**src/rtl/sync_fifo_flex_pkg.sv**
```systemverilog
// Shared constants and helpers for the flexible synchronous FIFO.
package sync_fifo_pkg;

   localparam int FIFO_MODE_STD  = 0;
   localparam int FIFO_MODE_FWFT = 1;

   // Advance a pointer with an explicit wrap at depth-1, so any depth works.
   function automatic int unsigned ptr_inc(input int unsigned ptr, input int unsigned depth);
      return (ptr == depth - 32'd1) ? 32'd0 : ptr + 32'd1;
   endfunction

   // Bits needed to hold a fill level of 0..depth inclusive.
   function automatic int clog2_lvl(input int depth);
      return $clog2(depth + 1);
   endfunction

endpackage

```
**src/rtl/sync_fifo_flex_if.sv**
```systemverilog
// Producer/consumer handshake and status bundle for sync_fifo_flex.
interface sync_fifo_flex_if #(
   parameter int WIDTH = 8,
   parameter int DEPTH = 8
);
   localparam int LVL = sync_fifo_pkg::clog2_lvl(DEPTH);

   logic             wr;
   logic [WIDTH-1:0] Wdata;
   logic             rd;
   logic             clr_err;
   logic [WIDTH-1:0] Rdata;
   logic             Rvalid;
   logic             full;
   logic             empty;
   logic             almost_full;
   logic             almost_empty;
   logic [LVL-1:0]   level;
   logic             overflow;
   logic             underflow;

   modport master (
      output wr, Wdata, rd, clr_err,
      input  Rdata, Rvalid, full, empty, almost_full, almost_empty, level, overflow, underflow
   );

   modport slave (
      input  wr, Wdata, rd, clr_err,
      output Rdata, Rvalid, full, empty, almost_full, almost_empty, level, overflow, underflow
   );
endinterface

```
**src/rtl/sync_fifo_flex_regfile.sv**
```systemverilog
// FIFO storage: one synchronous write port, one asynchronous read port, no reset.
module fifo_regfile #(
   parameter int WIDTH = 8,
   parameter int DEPTH = 8,
   parameter int ADDR  = 3
) (
   input  logic             clk,
   input  logic             we,
   input  logic [ADDR-1:0]  waddr,
   input  logic [WIDTH-1:0] wdata,
   input  logic [ADDR-1:0]  raddr,
   output logic [WIDTH-1:0] rdata
);
   logic [DEPTH-1:0][WIDTH-1:0] mem_q, mem_d;

   // Next-state of the array: only the addressed word changes on a write.
   always_comb begin
      mem_d = mem_q;
      if (we) mem_d[waddr] = wdata;
   end

   // Storage flops; contents survive reset on purpose.
   always_ff @(posedge clk) begin
      mem_q <= mem_d;
   end

   assign rdata = mem_q[raddr];
endmodule

```
**src/rtl/sync_fifo_flex.sv**
```systemverilog
// Single-clock FIFO with arbitrary depth, standard/FWFT read, level and sticky error flags.
module sync_fifo_flex
   import sync_fifo_pkg::*;
#(
   parameter int WIDTH     = 8,
   parameter int DEPTH     = 8,
   parameter int FWFT      = FIFO_MODE_STD,
   parameter int AF_THRESH = 6,
   parameter int AE_THRESH = 2
) (
   input logic             clk,
   input logic             reset,
   sync_fifo_flex_if.slave bus
);
   localparam int ADDR = $clog2(DEPTH);
   localparam int LVL  = clog2_lvl(DEPTH);
   localparam logic [LVL-1:0] LVL_FULL = LVL'(DEPTH);
   localparam logic [LVL-1:0] LVL_AF   = LVL'(AF_THRESH);
   localparam logic [LVL-1:0] LVL_AE   = LVL'(AE_THRESH);

   logic [ADDR-1:0]  wr_ptr_q, wr_ptr_d, rd_ptr_q, rd_ptr_d;
   logic [LVL-1:0]   level_q, level_d;
   logic             overflow_q, overflow_d, underflow_q, underflow_d;
   logic             empty, full, rd_acc, wr_acc;
   logic [WIDTH-1:0] mem_rdata;

   // A pop frees a slot in the same cycle, so a full FIFO still takes a write alongside it.
   assign empty  = (level_q == '0);
   assign full   = (level_q == LVL_FULL);
   assign rd_acc = bus.rd & ~empty;
   assign wr_acc = bus.wr & (~full | rd_acc);

   fifo_regfile #(.WIDTH(WIDTH), .DEPTH(DEPTH), .ADDR(ADDR)) u_regfile (
      .clk   (clk),
      .we    (wr_acc),
      .waddr (wr_ptr_q),
      .wdata (bus.Wdata),
      .raddr (rd_ptr_q),
      .rdata (mem_rdata)
   );

   // Pointer, level and sticky-error next state; a new error beats a clear in the same cycle.
   always_comb begin
      wr_ptr_d = wr_ptr_q;
      rd_ptr_d = rd_ptr_q;
      level_d  = level_q;
      if (wr_acc) wr_ptr_d = ADDR'(ptr_inc(32'(wr_ptr_q), DEPTH));
      if (rd_acc) rd_ptr_d = ADDR'(ptr_inc(32'(rd_ptr_q), DEPTH));
      case ({wr_acc, rd_acc})
         2'b10:   level_d = level_q + LVL'(1);
         2'b01:   level_d = level_q - LVL'(1);
         default: level_d = level_q;
      endcase
      overflow_d  = (overflow_q  & ~bus.clr_err) | (bus.wr & ~wr_acc);
      underflow_d = (underflow_q & ~bus.clr_err) | (bus.rd & empty);
   end

   // Control state flops with synchronous reset.
   always_ff @(posedge clk) begin
      if (reset) begin
         wr_ptr_q    <= '0;
         rd_ptr_q    <= '0;
         level_q     <= '0;
         overflow_q  <= 1'b0;
         underflow_q <= 1'b0;
      end else begin
         wr_ptr_q    <= wr_ptr_d;
         rd_ptr_q    <= rd_ptr_d;
         level_q     <= level_d;
         overflow_q  <= overflow_d;
         underflow_q <= underflow_d;
      end
   end

   if (FWFT == FIFO_MODE_FWFT) begin : g_fwft
      // Head word is presented directly from storage; Rdata is meaningless while empty.
      assign bus.Rdata  = mem_rdata;
      assign bus.Rvalid = ~empty;
   end else begin : g_std
      logic [WIDTH-1:0] rdata_q, rdata_d;
      logic             rvalid_q, rvalid_d;

      // Capture the head on a pop and hold it otherwise; valid pulses for one cycle.
      always_comb begin
         rdata_d  = rd_acc ? mem_rdata : rdata_q;
         rvalid_d = rd_acc;
      end

      // Registered read port.
      always_ff @(posedge clk) begin
         if (reset) begin
            rdata_q  <= '0;
            rvalid_q <= 1'b0;
         end else begin
            rdata_q  <= rdata_d;
            rvalid_q <= rvalid_d;
         end
      end

      assign bus.Rdata  = rdata_q;
      assign bus.Rvalid = rvalid_q;
   end

   assign bus.full         = full;
   assign bus.empty        = empty;
   assign bus.almost_full  = (level_q >= LVL_AF);
   assign bus.almost_empty = (level_q <= LVL_AE);
   assign bus.level        = level_q;
   assign bus.overflow     = overflow_q;
   assign bus.underflow    = underflow_q;
endmodule
```
**src/flat_wrapper.sv**
```systemverilog
// flat-port wrapper written by rule: the top's interface ports become plain ports
module sync_fifo_flex_flat import sync_fifo_pkg::*;
#(
   parameter int WIDTH     = 8,
   parameter int DEPTH     = 8,
   parameter int FWFT      = FIFO_MODE_STD,
   parameter int AF_THRESH = 6,
   parameter int AE_THRESH = 2
)
  (clk, reset, bus_wr, bus_Wdata, bus_rd, bus_clr_err, bus_Rdata, bus_Rvalid, bus_full, bus_empty, bus_almost_full, bus_almost_empty, bus_level, bus_overflow, bus_underflow);
  sync_fifo_flex_if #(.WIDTH(WIDTH), .DEPTH(DEPTH)) bus_i ();
  input logic clk;
  input logic reset;
  input wire logic [$bits(bus_i.wr)-1:0] bus_wr;
  input wire logic [$bits(bus_i.Wdata)-1:0] bus_Wdata;
  input wire logic [$bits(bus_i.rd)-1:0] bus_rd;
  input wire logic [$bits(bus_i.clr_err)-1:0] bus_clr_err;
  output wire logic [$bits(bus_i.Rdata)-1:0] bus_Rdata;
  output wire logic [$bits(bus_i.Rvalid)-1:0] bus_Rvalid;
  output wire logic [$bits(bus_i.full)-1:0] bus_full;
  output wire logic [$bits(bus_i.empty)-1:0] bus_empty;
  output wire logic [$bits(bus_i.almost_full)-1:0] bus_almost_full;
  output wire logic [$bits(bus_i.almost_empty)-1:0] bus_almost_empty;
  output wire logic [$bits(bus_i.level)-1:0] bus_level;
  output wire logic [$bits(bus_i.overflow)-1:0] bus_overflow;
  output wire logic [$bits(bus_i.underflow)-1:0] bus_underflow;
  assign bus_i.wr = bus_wr;
  assign bus_i.Wdata = bus_Wdata;
  assign bus_i.rd = bus_rd;
  assign bus_i.clr_err = bus_clr_err;
  assign bus_Rdata = bus_i.Rdata;
  assign bus_Rvalid = bus_i.Rvalid;
  assign bus_full = bus_i.full;
  assign bus_empty = bus_i.empty;
  assign bus_almost_full = bus_i.almost_full;
  assign bus_almost_empty = bus_i.almost_empty;
  assign bus_level = bus_i.level;
  assign bus_overflow = bus_i.overflow;
  assign bus_underflow = bus_i.underflow;
  sync_fifo_flex #(.WIDTH(WIDTH), .DEPTH(DEPTH), .FWFT(FWFT), .AF_THRESH(AF_THRESH), .AE_THRESH(AE_THRESH)) u_core (.clk(clk), .reset(reset), .bus(bus_i));
endmodule
```
**config.mk**
```make
export PLATFORM = sky130hd
export DESIGN_NAME = sync_fifo_flex_flat
export DESIGN_NICKNAME = d
export VERILOG_FILES = /design/src/rtl/sync_fifo_flex_pkg.sv /design/src/rtl/sync_fifo_flex_if.sv /design/src/rtl/sync_fifo_flex_regfile.sv /design/src/rtl/sync_fifo_flex.sv /design/src/flat_wrapper.sv
export SDC_FILE = /design/constraint.sdc
export NUM_CORES = 1
export LEC_CHECK = 0
export BUFFER_PORTS_ARGS = -buffer_cell sky130_fd_sc_hd__buf_2
export CAP_MARGIN = 20
export CORE_MARGIN = 2
export CORE_UTILIZATION = 40
export DETAILED_ROUTE_END_ITERATION = 6
export HOLD_SLACK_MARGIN = 0.08
export SETUP_SLACK_MARGIN = 0.4
export SYNTH_ARGS = -nofsm -noshare
export SYNTH_HDL_FRONTEND = slang
export SYNTH_SLANG_ARGS = --single-unit
```
**constraint.sdc**
```tcl
create_clock -name clk -period 3.3 [get_ports clk]
set_input_delay 0.495 -clock clk [delete_from_list [all_inputs] [get_ports clk]]
set_output_delay 0.495 -clock clk [all_outputs]
set_load 0.1 [all_outputs]
```
## After elaboration in Yosys (flattened, before gate mapping)

Cells that the tools add are included.

- Add/subtract/negate cells: 4
- Magnitude comparators: 5
- Equality and inequality tests: 5
- Mux-type cells: 8
- Bitwise gates (word level): 13
- Reduce and logical (&&, ||, !) cells: 3

Operator list:

| cell | number |
|---|---|
| bitwise mux 64 bit | 1 |
| binary-select mux 8 bit (select 3 bit) | 1 |
| demux 8 bit (select 3 bit) | 1 |
| 2-to-1 mux 8 bit | 2 |
| < comparator 3 x 4 -> 1 bit (second input constant) | 2 |
| case mux 4 bit (2 select lines) | 1 |
| adder 3 x 1 -> 3 bit (second input constant) | 2 |
| AND 1 bit | 6 |
| equality test 3 bit (second input constant) | 2 |
| 2-to-1 mux 3 bit | 2 |
| adder 4 x 1 -> 4 bit (second input constant) | 1 |
| equality test 4 bit (second input constant) | 1 |
| greater-or-equal comparator 4 x 3 -> 1 bit (second input constant) | 1 |
| <= comparator 4 x 2 -> 1 bit (second input constant) | 1 |
| zero test 4 bit | 1 |
| NOT 1 bit | 4 |
| subtractor 4 x 1 -> 4 bit (second input constant) | 1 |
| greater-or-equal comparator 3 x 1 -> 1 bit (second input constant) | 1 |
| bitwise OR 1 bit | 3 |
| equality test 2 x 1 -> 1 bit (second input constant) | 1 |
| equality test 2 bit (second input constant) | 1 |
| nonzero test 2 bit | 1 |
| logical AND 1 bit | 1 |

- Register bits: 85
- Input bits: 13
- Output and inout port bits: 19
- Word-level logic and storage cells: 53

## Longest topological paths before layout

- Depth in word-level cells: 8
- Gate-level depth with buffers: 11
- Depth with buffers taken out: 9

## Modules after synthesis

Synthesis repeated with hierarchy kept, for this count alone.

- Cell total of the unflattened synthesis: 224
- Area, all modules: 3,544.6 µm²

Modules (own cells, without submodules):

| module | times used | cells each | area each (µm²) | sequential area each (µm²) |
|---|---|---|---|---|
| fifo_regfile | 1 | 106 | 2,531.2 | 1,921.8 |
| sync_fifo_flex | 1 | 118 | 1,013.5 | 420.4 |

## Worst setup path before layout

Ideal clock, no wire load.

- Path kind: register -> output
- Start: register u_core.level_q[1] (netlist: u_core.bus.level[1])
- End: output port bus_empty
- Data arrival time: 3,906 ps
- Required time: 2,805 ps
- Slack: -1,101 ps
- Stages on the path, launching flop included: 3
- Buffers on the path: 1
- Cell sequence: dfxtp_1 -> buf_6 -> nor4_1

- Cells in the longest elaborated chain, start to end: 1

Ends and longest elaborated chain:

| what | RTL line | source |
|---|---|---|
| start: declaration | sync_fifo_flex.sv:22 | `logic [LVL-1:0] level_q, level_d;` |
| start signal: assignment | sync_fifo_flex.sv:69 | `level_q <= level_d;` |
| zero test 4 bit | sync_fifo_flex.sv:28 | `assign empty = (level_q == '0);` |
| end: declaration | flat_wrapper.sv:21 | `output wire logic [$bits(bus_i.empty)-1:0] bus_empty;` |

Every way passes these cells.

## Worst setup path after layout

- Start: register u_core.level_q[0] (netlist: u_core.bus.level[0])
- End: register u_core.level_q[2] (netlist: u_core.bus.level[2])

- Cells in the longest elaborated chain, start to end: 7
- Elaborated cells between the ends (all ways): 13
- Classes of those cells: add/sub: 2; eq/ne: 3; mux: 1; bitwise: 5; reduce/logical: 2

Ends and longest elaborated chain:

| what | RTL line | source |
|---|---|---|
| zero test 4 bit | sync_fifo_flex.sv:28 |  |
| NOT 1 bit | sync_fifo_flex.sv:30 | `assign rd_acc = bus.rd & ~empty;` |
| AND 1 bit | sync_fifo_flex.sv:30 |  |
| bitwise OR 1 bit | sync_fifo_flex.sv:31 | `assign wr_acc = bus.wr & (~full \| rd_acc);` |
| AND 1 bit | sync_fifo_flex.sv:31 |  |
| equality test 2 x 1 -> 1 bit / equality test 2 bit (equally long branches) | sync_fifo_flex.sv:49 | `case ({wr_acc, rd_acc})` |
| case mux 4 bit (2 select lines) / nonzero test 2 bit (equally long branches) | n/a |  |

Parallel ways exist; a longest one is shown, timed or not.
A chain may end at the register's enable or synchronous reset.

==> run_results.csv <==
group,metric,value,unit
drt,vias,1843,
worst_setup_path,crit_cells,9,
drt,wirelength,6.34,mm
placement,place_hpwl,3.83,mm
drt,antenna_left,0,
sta,timing.slew.headroom,0.373,
clock_network,clk_path_buf_depth,2,
synthesis,ys_ff_latch,85,
clock_network,cts_tree,"done",
floorplanning,die_h,95.8,um
sta,clock.fmax,378,MHz
drt,wl_per_cell,17.8,um
drt,drt_first_iter_violations,137,
global_routing,antenna_found_initial,0,
pwr,power_switching,0.00146,W
synthesis,synth_top_family_by_area,"multiplexers",
min_path,worstHoldPathType,"primary input to flip-flop",
clock_network,cts-root-buf,"clkbuf_8",
pwr,combPwrFrac,0.397,
clock_network,post_cts_resized,0,
synthesis,synthSimpleGateAreaFrac,0.0839,
clock_network,cts_max_level,3,
job,drv_cap,0,
worst_setup_path,cp_slowest_stage_delay,0.59,ns
global_routing,track_usage,0.153,
floorplanning,start_util,0.412,
worst_setup_path,startpoint_type,"flip-flop",
pwr,power.share.clock,0.195,
sta,period_share,0.802,
floorplanning,coreArea,8180,um2
sta,tightest_slew,0.937,ns
final_layout,diodes,0,
synthesis,syn_avg_cell_area,16.1,um2
synthesis,synth_warnings,0,
worst_setup_path,reg2regPathDepth,9,
synthesis,synth_cells,209,
final_layout,drive_gt1_frac,0.325,
synthesis,synth_compound_area_frac,0.0531,
synthesis,synth_cell_type_count,31,
min_path,min_path_cells,1,
clock_network,cts_buffers,9,
worst_setup_path,crit_path_end_kind,"flip-flop",
synthesis,synth_nets,229,
worst_setup_path,path_delay_family,"simple AND/OR/NAND/NOR gates",
sta,fin_setup_tns,0,ns
global_routing,grt_start_max_net_pins,23,
worst_setup_path,path_buf_inv,0,
clock_network,hold_buffers,0,
pwr,max-vdd-ir-drop,0.395,mV
sta,drv_slew,0,
final_layout,nets,268,
clock_network,worstSkewPairLatency,0.35,ns
floorplanning,num_rows,33,
synthesis,yosysSeqAreaShare,0.695,
clock_network,cts_sinks,85,
sta,hold_viol_final,0,
final_layout,area_growth_syn_to_layout,14.2,%
worst_setup_path,crit_type,"flip-flop to flip-flop",
synthesis,synthAdderAreaFrac,0.0260,
worst_setup_path,worstPathMaxFanout,11,
placement,placement.io_buffers,31,
sta,setup_viol,0,
floorplanning,dieArea,9180,um2
drt,first_pass_iters,4,
pwr,swShare,0.441,
final_layout,nFillCells,751,
synthesis,synthMuxAreaShare,0.116,
pwr,intPower,0.00185,W
placement,place_congestion,0.703,
synthesis,synth_area,3370,um2
worst_setup_path,critical_path_arrival,2.92,ns
floorplanning,die_w,95.8,um
global_routing,grt_pass1_vias,1842,
drt,post-route-drc-count,0,
worst_setup_path,crit_chain,"or4b_4 -> o21ai_4 -> ha_1 -> xor2_1 -> ha_1 -> a21oi_1 -> xor2_1 -> or3_1 -> a21oi_1",
clock_network,clkSlewWorstSetupHoldPaths,0.09,ns
pwr,p_leak,1.36,nW
worst_setup_path,slowest_stage,"or4b_4",
clock_network,cts_setup_buffers,0,
global_routing,grt_pass1_wl,9.98,mm
pwr,pwr-share-seq,0.408,
sta,rsz0062_at_grt,"no",
sta,clock-skew-final,0.0101,ns
floorplanning,ios,32,
worst_setup_path,worstPathRequired,3.57,ns
drt,vias_per_cell,5.16,
sta,fin_crit,2.65,ns
global_routing,grt_overflow,0,
synthesis,synthXorXnorAreaFrac,0.00780,
pwr,power,0.00331,W
pwr,power_density,861,nW/um2
status,outcome,"complete, no violations",
[power by group through the flow]
| stage | clock, W | sequential [W] | combinational [W] |
|---|---|---|---|
| 4_1_cts | 0.000668 | 0.00136 | 0.00133 |
| 2_1_floorplan | 0 | 0.00181 | 0.000693 |
| 3_3_place_gp | 0 | 0.00137 | 0.00132 |
| 5_1_grt | 0.000705 | 0.00137 | 0.00140 |
| 3_5_place_dp | 0 | 0.00138 | 0.00133 |
| 6_report | 0.000645 | 0.00135 | 0.00132 |
[layout make-up]
class / count / area [um2] / share of cell area
well taps: 105 / 131 / 0.0341
multi-input cells: 112 / 985 / 0.256
clock buffers: 9 / 124 / 0.0322
repair buffers: 38 / 208 / 0.0539
inverters: 2 / 7.51 / 0.00195
clock inverters: 6 / 47.5 / 0.0123
flip-flops and latches: 85 / 2350 / 0.610
[Yosys cell counts]
| cell | number | area [um2] |
|---|---|---|
| a32oi_1 | 1 | 8.76 |
| xor2_1 | 3 | 26.3 |
| nor3b_1 | 1 | 7.51 |
| a21oi_1 | 9 | 45.0 |
| clkbuf_1 | 4 | 15.0 |
| buf_6 | 1 | 11.3 |
| buf_4 | 1 | 7.51 |
| o22ai_1 | 9 | 56.3 |
| a211oi_1 | 1 | 7.51 |
| o21ai_0 | 2 | 10.0 |
| inv_2 | 1 | 3.75 |
| o211ai_1 | 1 | 7.51 |
| nor3_1 | 13 | 65.1 |
| or3_1 | 2 | 12.5 |
| nor2_1 | 21 | 78.8 |
| nor2b_1 | 3 | 18.8 |
| dfxtp_1 | 21 | 420 |
| nor4_1 | 2 | 12.5 |
| nand2_1 | 9 | 33.8 |
| buf_2 | 4 | 20.0 |
| mux2i_1 | 2 | 20.0 |
| ha_1 | 7 | 87.6 |
| o21ai_4 | 1 | 16.3 |
| inv_1 | 1 | 3.75 |
| mux2_2 | 1 | 11.3 |
| nand2b_1 | 5 | 31.3 |
| or4b_4 | 1 | 13.8 |
| edfxtp_1 | 64 | 1920 |
| mux4_2 | 16 | 360 |
| or3b_2 | 1 | 8.76 |
| o41ai_4 | 1 | 27.5 |
[final timing paths]
check | startpoint | to | slack, ns
worst max-delay path | u_core.bus.level[0] | u_core.bus.level[2] | 0.65
worst min-delay path | bus_Wdata[5] | u_core.u_regfile.mem_q[29] | 0.41
worst max register to register | u_core.bus.level[0] | u_core.bus.level[2] | 0.65
worst min register to register | u_core.rd_ptr_q[1] | u_core.rd_ptr_q[1] | 0.50
[layer usage]
metal | vias to the layer above | GRT usage | routed length (um)
met3 | 4 | 0.0493 | 368
met1 | 900 | 0.197 | 2920
met5 | - | 0 | 0
li1 | 886 | - | -
met2 | 53 | 0.249 | 2990
met4 | 0 | 0.0452 | 58
[logic make-up after synthesis]
logic type / after synthesis
DFF: 85
and+or+nand+nor: 58
AOI/OAI and AO/OA: 25
muxes: 19
buffers and inverters: 12
adders and majority gates: 7
xor gates and xnor gates: 3
[cell usage in the layout, fill, tap and decap left out, drive strengths merged, types with 3 or more instances in the layout]
master / instances
clkbuf: 9
inv: 4
nand2b: 5
nor2b: 3
o22ai: 9
nor3: 13
o21ai: 3
a21oi: 9
edfxtp: 64
buf: 38
dfxtp: 21
nand2: 9
nor2: 21
xor2: 3
clkinv: 3
mux4: 16
ha: 7
[sequential cells by signal (all words and copies together), names as in the netlist]
register                count
u_core.wr_ptr_q             3
u_core.u_regfile.mem_q     64
u_core.bus.level            4
u_core.bus.overflow         1
u_core.bus.Rdata            8
u_core.bus.underflow        1
u_core.rd_ptr_q             3
u_core.bus.Rvalid           1
[worst reg2reg max path: cells and delay by family, from the launching register on]
family,cells,cell delay [ns]
compound gates,3,0.48
xor+xnor,2,0.33
fa+ha+maj,2,0.48
flops,1,0.39
simple gates,2,0.90
[metrics by stage]
| step | setup slack, ns | instance area [um2] | util | hold WS (ns) | instances |
|---|---|---|---|---|---|
| 2_1_floorplan | 0.329 | 3390 | - | 0.461 | 209 |
| 3_3_place_gp | 0.719 | 3680 | 0.450 | 0.479 | 342 |
| 3_5_place_dp | 0.664 | 3680 | 0.450 | 0.481 | 342 |
| 4_1_cts | 0.637 | 3850 | 0.471 | 0.401 | 357 |
| 5_1_grt | 0.469 | 3850 | 0.471 | 0.410 | 357 |
| 6_report | 0.653 | 3850 | 0.471 | 0.412 | 357 |
Note: power is estimated with default switching activity, not from simulation.
